### config.mk
export PLATFORM = sky130hd
export DESIGN_NAME = uart_rx_ctrl
export DESIGN_NICKNAME = d
export VERILOG_FILES = /design/src/rtl/uart_rx_ctrl.sv
export SDC_FILE = /design/constraint.sdc
export NUM_CORES = 1
export LEC_CHECK = 0
export CAP_MARGIN = 20
export CORE_ASPECT_RATIO = 1.4
export CORE_MARGIN = 5
export CORE_UTILIZATION = 40
export CTS_CLUSTER_SIZE = 24
export DETAILED_ROUTE_END_ITERATION = 16
export GPL_ROUTABILITY_DRIVEN = 0
export PLACE_DENSITY_LB_ADDON = 0.25
export SKIP_CTS_REPAIR_TIMING = 1
export SLEW_MARGIN = 20
export SYNTH_ARGS = -nofsm -noshare
export SYNTH_HDL_FRONTEND = slang
export SYNTH_SLANG_ARGS = --single-unit
### constraint.sdc
create_clock -name CLK -period 3.4 [get_ports CLK]
set_input_delay 0.51 -clock CLK [delete_from_list [all_inputs] [get_ports CLK]]
set_output_delay 0.51 -clock CLK [all_outputs]
set_load 0.03 [all_outputs]
### src/rtl/uart_rx_ctrl.sv
// uart_rx_ctrl: UART receive sequencer with start detect, 3-sample majority vote and parity/stop checks
module uart_rx_ctrl #(
  parameter int DATA_WIDTH    = 8,
  parameter int COUNTER_WIDTH = 3,
  parameter int BIT_CNT_WIDTH = 4
) (
  input  logic                     CLK,
  input  logic                     RST,
  input  logic                     RX_IN,
  input  logic                     PAR_EN,
  input  logic                     PAR_TYP,
  output logic [COUNTER_WIDTH-1:0] edg_cnt,
  output logic [BIT_CNT_WIDTH-1:0] bit_cnt,
  output logic                     deser_en,
  output logic                     sampled_bit,
  output logic                     par_err,
  output logic                     stp_err,
  output logic                     strt_glitch,
  output logic                     data_valid
);
  localparam logic [COUNTER_WIDTH-1:0] CNT_MAX = '1;
  localparam logic [COUNTER_WIDTH-1:0] MID = COUNTER_WIDTH'(2 ** (COUNTER_WIDTH - 1));
  localparam logic [BIT_CNT_WIDTH-1:0] LAST = BIT_CNT_WIDTH'(DATA_WIDTH - 1);
  typedef enum logic [2:0] {IDLE, START, DATA, PARITY, STOP} state_t;
  state_t                   state_q, state_d;
  logic [COUNTER_WIDTH-1:0] cnt_q, cnt_d;
  logic [BIT_CNT_WIDTH-1:0] bit_q, bit_d;
  logic s0_q, s0_d, s1_q, s1_d, sb_q, sb_d, acc_q, acc_d, pe_q, pe_d, pt_q, pt_d;
  logic perr_q, perr_d, serr_q, serr_d, glitch_q, glitch_d, dv_q, dv_d, den_q, den_d;
  logic end_bit, maj;
  assign end_bit = cnt_q == CNT_MAX;
  assign maj     = (s0_q & s1_q) | (s0_q & RX_IN) | (s1_q & RX_IN);
  // cnt_q is 0 in IDLE and MID-1 >= 1, so sampling never fires while idle
  always_comb begin
    state_d  = state_q;
    cnt_d    = state_q == IDLE ? '0 : cnt_q + 1'b1;
    bit_d    = bit_q;
    s0_d     = cnt_q == MID - 1'b1 ? RX_IN : s0_q;
    s1_d     = cnt_q == MID ? RX_IN : s1_q;
    sb_d     = cnt_q == MID + 1'b1 ? maj : sb_q;
    acc_d    = acc_q;
    pe_d     = pe_q;
    pt_d     = pt_q;
    perr_d   = perr_q;
    serr_d   = serr_q;
    glitch_d = 1'b0;
    dv_d     = 1'b0;
    case (state_q)
      IDLE: if (!RX_IN) begin
        state_d = START;
        pe_d    = PAR_EN;
        pt_d    = PAR_TYP;
        perr_d  = 1'b0;
        serr_d  = 1'b0;
        acc_d   = 1'b0;
      end
      START: if (end_bit) begin
        state_d  = sb_q ? IDLE : DATA;
        glitch_d = sb_q;
        bit_d    = '0;
      end
      DATA: if (end_bit) begin
        acc_d   = acc_q ^ sb_q;
        state_d = bit_q == LAST ? (pe_q ? PARITY : STOP) : DATA;
        bit_d   = bit_q == LAST ? '0 : bit_q + 1'b1;
      end
      PARITY: if (end_bit) begin
        perr_d  = sb_q ^ acc_q ^ pt_q;
        state_d = STOP;
      end
      STOP: if (end_bit) begin
        serr_d  = ~sb_q;
        dv_d    = ~perr_q & sb_q;
        state_d = IDLE;
      end
      default: state_d = IDLE;
    endcase
    den_d = state_d == DATA;
  end
  always_ff @(posedge CLK) begin
    if (RST) begin
      state_q  <= IDLE;
      cnt_q    <= '0;
      bit_q    <= '0;
      s0_q     <= 1'b0;
      s1_q     <= 1'b0;
      sb_q     <= 1'b1;
      acc_q    <= 1'b0;
      pe_q     <= 1'b0;
      pt_q     <= 1'b0;
      perr_q   <= 1'b0;
      serr_q   <= 1'b0;
      glitch_q <= 1'b0;
      dv_q     <= 1'b0;
      den_q    <= 1'b0;
    end else begin
      state_q  <= state_d;
      cnt_q    <= cnt_d;
      bit_q    <= bit_d;
      s0_q     <= s0_d;
      s1_q     <= s1_d;
      sb_q     <= sb_d;
      acc_q    <= acc_d;
      pe_q     <= pe_d;
      pt_q     <= pt_d;
      perr_q   <= perr_d;
      serr_q   <= serr_d;
      glitch_q <= glitch_d;
      dv_q     <= dv_d;
      den_q    <= den_d;
    end
  end
  assign edg_cnt     = cnt_q;
  assign bit_cnt     = bit_q;
  assign deser_en    = den_q;
  assign sampled_bit = sb_q;
  assign par_err     = perr_q;
  assign stp_err     = serr_q;
  assign strt_glitch = glitch_q;
  assign data_valid  = dv_q;
endmodule

# Word-level counts from Yosys, hierarchy flattened
# Cells that the tools add are included.
[classes] addsub=2 mul=0 n_div=0 n_lt_le_gt_ge=0 n_eq_ne=15 n_shift=0 muxes=20 n_bitwise=14 n_reduce_logical=13
[ops] operator="3-bit two-way mux" n=7
[ops] operator="3-bit case mux with 5 select lines" n=1
[ops] operator="3-bit by 2-bit == test with 1-bit output, second input constant" n=4
[ops] operator="3-bit == test, second input constant" n=4
[ops] operator="4-bit two-way mux" n=3
[ops] operator="3-bit AND reduction" n=4
[ops] operator="2-bit inequality test, second input constant" n=5
[ops] operator="4-bit case mux with 2 select lines" n=1
[ops] operator="2-bit nonzero test" n=4
[ops] operator="1-bit NOT" n=6
[ops] operator="1-bit case mux with 2 select lines" n=3
[ops] operator="3-bit OR reduction" n=2
[ops] operator="4-bit by 1-bit adder with 4-bit output, second input constant" n=1
[ops] operator="1-bit AND" n=4
[ops] operator="4-bit by 3-bit == test with 1-bit output, second input constant" n=1
[ops] operator="1-bit two-way mux" n=4
[ops] operator="3-bit by 1-bit adder with 3-bit output, second input constant" n=1
[ops] operator="3-bit by 1-bit == test with 1-bit output, second input constant" n=1
[ops] operator="3-bit logical NOT" n=1
[ops] operator="2-bit two-way mux" n=1
[ops] operator="1-bit OR" n=2
[ops] operator="2-bit AND reduction" n=1
[ops] operator="2-bit OR reduction" n=1
[ops] operator="1-bit bitwise XOR" n=2
[totals] ff_bits=21 latch_bits=0 ramBits=0 romBits=0 in_bits=5 output_inout_bits=13 wordCells=78 mem_count=0

# Depth between registers and ports, before layout
[logic_depth] word_depth=5 ltp_mapped=6 mapped_depth_nobuf=6

# Worst setup path after synthesis
# OpenSTA, ideal clock, no wires.
[synth_timing] kind="flip-flop to flip-flop" start="reg cnt_q[0], in the netlist edg_cnt[0]" end="reg bit_q[3], in the netlist bit_cnt[3]" setup_time_ns=0.075 arrival_ns=1.995 required_ns=3.325 slack_ns=1.330 path_stages_with_launch=7 path_buffers=0 period_less_slack_ns=2.070 cell_sequence="dfxtp_1 -> ha_1 -> ha_1 -> and4bb_2 -> nor2_2 -> or4_1 -> a31oi_1"
[synth_via] elab_chain_len=3 word_cells_on_any_way=4 cone_classes="eq/ne: 3; reduce/logical: 1"
[synth_rtl] item="start, declared" line="26" text="logic [COUNTER_WIDTH-1:0] cnt_q, cnt_d;"
[synth_rtl] item="start signal, assigned" line="98" text="cnt_q <= cnt_d;"
[synth_rtl] item="3-bit == test *" line="31" text="assign end_bit = cnt_q == CNT_MAX;"
[synth_rtl] item="2-bit inequality test (no line)"
[synth_rtl] item="3-bit AND reduction (no line) *"
[synth_rtl] item="end signal, assigned" line="99" text="bit_q <= bit_d;"
[synth_rtl] item="end, declared" line="27" text="logic [BIT_CNT_WIDTH-1:0] bit_q, bit_d;"
# Every way passes the cells marked *; elsewhere a longest branch is shown, timed or not.
# A chain may end at the register's enable or synchronous reset.

# Worst setup path in the final report
# Same ends and word-level chain as after synthesis.

==> impl_metrics.tcl <==
set metrics [dict create \
    status "finished, final reports clean" \
    max_freq_mhz 486 \
    drt_wl_total_mm 1.93 \
    min_path_type "flop to flop" \
    setup_slack_ns 1.34 \
    finalSetupTns_ns 0 \
    hold_violations 0 \
    postSynthCellCount 107 \
    io-pin-count 18 \
    core_region_area_um2 2360 \
    syn-cell-area_um2 981 \
    cp-end-kind "flop" \
    regToRegEndpoint "bit_cnt[3]" \
    syn_to_final_growth_pct 22.2 \
    dr.pass1.iters 4 \
    start_util 0.415 \
    final-seq-area_um2 420 \
    chipWidth_um 51.9 \
    avgViaCountPerCell 5.48 \
    setup_violations 0 \
    hold_depth 1 \
    avgSynthCellArea_um2 9.17 \
    die_h_um 68.6 \
    die-area_um2 3560 \
    drt_iter0_markers 25 \
    hold_path_end "data_valid" \
    cts_num_sinks 21 \
    clk_latency_ns 0.31 \
    maxCapViolCount 0 \
    synth_nets 119 \
    r2r_start "edg_cnt[0]" \
    power_density_nw_per_um2 335 \
    cp-start-kind "flop" \
    fin_nets 139 \
    clk_path_buf_depth 2 \
    layout_commonest_cell "dfxtp_1" \
    worstSetupPathType "flop to flop" \
    ff2ff_setup_slack_ns 1.34 \
    num_rows 21 \
    cts_inserted_buffers 3 \
    place_hpwl_mm 1.47 \
    rsz0062_at_grt "no" \
    required_ns 3.63 \
    skew_ns 0.00457 \
    h-tree-depth 1 \
    leakage_nw 0.442 \
    reg2regPathDepth 6 \
    ant_nets 0 \
    grt_pass1_vias 837 \
    ys_warn_count 0 \
    finalMaxSlewViolations 0 \
    holdCritStartpoint "par_err" \
    drc 0 \
    yosysUniqueCellTypes 36 \
    antennaDiodeCount 0 \
    via_count 817 \
    synth.yosys.seq_area_share 0.429 \
    crit_fanout 5 \
    clkTransAtPathRegs_ns 0.11 \
    wl_per_cell_um 12.9 \
    holdWs_ns 0.472 \
    overflow 0 \
    min_period_ns 2.06 \
    nFillCells 234 \
    layout-drive-gt1-share 0.0714 \
    grt_pass1_wl_mm 3.51 \
    slew_headroom 0.624 \
    finalCritPeriodShare 0.606 \
    grt_max_degree 17 \
    io_buffers 17 \
    worstPathArrival_ns 2.29 \
    antenna_found_initial 0 \
    cts_root_buf "clkbuf_4" \
    dp_slack_ns 1.28 \
    synth_seq_cells 21 \
    cts_tree "yes" \
    ir_drop_uv 194 \
    mostFrequentLayoutCells "dfxtp_1, clkdlybuf4s50_1, nor2_1, nand2_1, ha_1" \
    tightest_slew_ns 0.563 \
    multi_input_area_um2 538 \
    grt_use_total 0.134 \
]
## layer usage
metal  track usage  part of all wire
met1         0.135              0.42
met2         0.250              0.52
met3        0.0194             0.029
met4        0.0885             0.033
met5             0                 0
## registers in the layout (all words and copies together) (netlist names)
register,flops
edg_cnt,3
pt_q,1
s0_q,1
acc_q,1
sampled_bit,1
stp_err,1
s1_q,1
data_valid,1
strt_glitch,1
state_q,3
bit_cnt,4
par_err,1
pe_q,1
deser_en,1
## critical path, cell delays in order (launching register included)
cell and delay (ns):
dfxtp_1 0.42, ha_1 0.23, ha_1 0.25, and4bb_2 0.33
nor2_2 0.08, or4_1 0.49, a31oi_1 0.18
## synth_stat cells, drive strengths merged
master / instances / area, um^2
o211ai: 2 / 15.0
a21o: 1 / 7.51
or4: 2 / 15.0
xnor2: 2 / 17.5
nand2: 11 / 41.3
o21bai: 1 / 7.51
a21oi: 6 / 30.0
nand3: 4 / 20.0
nand4b: 1 / 8.76
clkbuf: 2 / 7.51
and3b: 2 / 17.5
nand2b: 2 / 12.5
or4bb: 1 / 11.3
a22oi: 1 / 7.51
nor3b: 2 / 20.0
and4bb: 2 / 25.0
nor4b: 1 / 8.76
nor2b: 1 / 6.26
a2bb2oi: 1 / 8.76
nand3b: 1 / 7.51
mux2: 1 / 11.3
xor2: 1 / 8.76
dfxtp: 21 / 420
or2: 1 / 6.26
inv: 4 / 15.0
nor2: 15 / 58.8
nor4: 1 / 6.26
o31ai: 1 / 7.51
ha: 7 / 87.6
mux2i: 3 / 30.0
nor3: 2 / 10.0
or3: 1 / 6.26
a31oi: 2 / 12.5
o21ai: 1 / 5.00
## area by class of cell
class	count	share of cell area
tap	23	0.0240
clock buffer	4	0.0219
inverter	4	0.0125
multi-input combinational	80	0.449
timing repair buffer	17	0.142
sequential	21	0.351
## power by group
group / internal, mW / switching, mW
Sequential: 0.249 / 0.00406
Combinational: 0.0141 / 0.0149
Clock: 0.0459 / 0.0734
Total: 0.309 / 0.0923
## logic make-up (layout without fill, tap and decap cells)
kind of cell,after synthesis,count (layout),synth area share
adders and majority gates,7,7,0.0893
DFF,21,21,0.429
AOI/OAI and AO/OA,16,16,0.103
xor gates and xnor gates,3,3,0.0268
muxes,4,4,0.0421
buffers and inverters,6,25,0.0230
and+or+nand+nor,50,50,0.287
## how the worst max path moves through the flow
stage	from	end	slack [ns]	cells after the start
2_1_floorplan	edg_cnt[0]	bit_cnt[3]	1.33	6
3_3_place_gp	RX_IN	acc_q	1.32	5
3_5_place_dp	RX_IN	acc_q	1.28	5
4_1_cts	edg_cnt[0]	bit_cnt[3]	1.31	6
5_1_grt	edg_cnt[0]	bit_cnt[3]	1.22	6
6_report	edg_cnt[0]	bit_cnt[3]	1.34	6
## through the flow
step                power, mW   util  cells  cell area, um^2
finish                  0.402  0.507    149             1200
floorplan               0.277      -    107              981
detailed placement      0.289  0.496    145             1170
global route            0.419  0.507    149             1200
CTS                     0.406  0.507    149             1200
global placement        0.288  0.496    145             1170
Note: power is estimated with default switching activity, not from simulation.
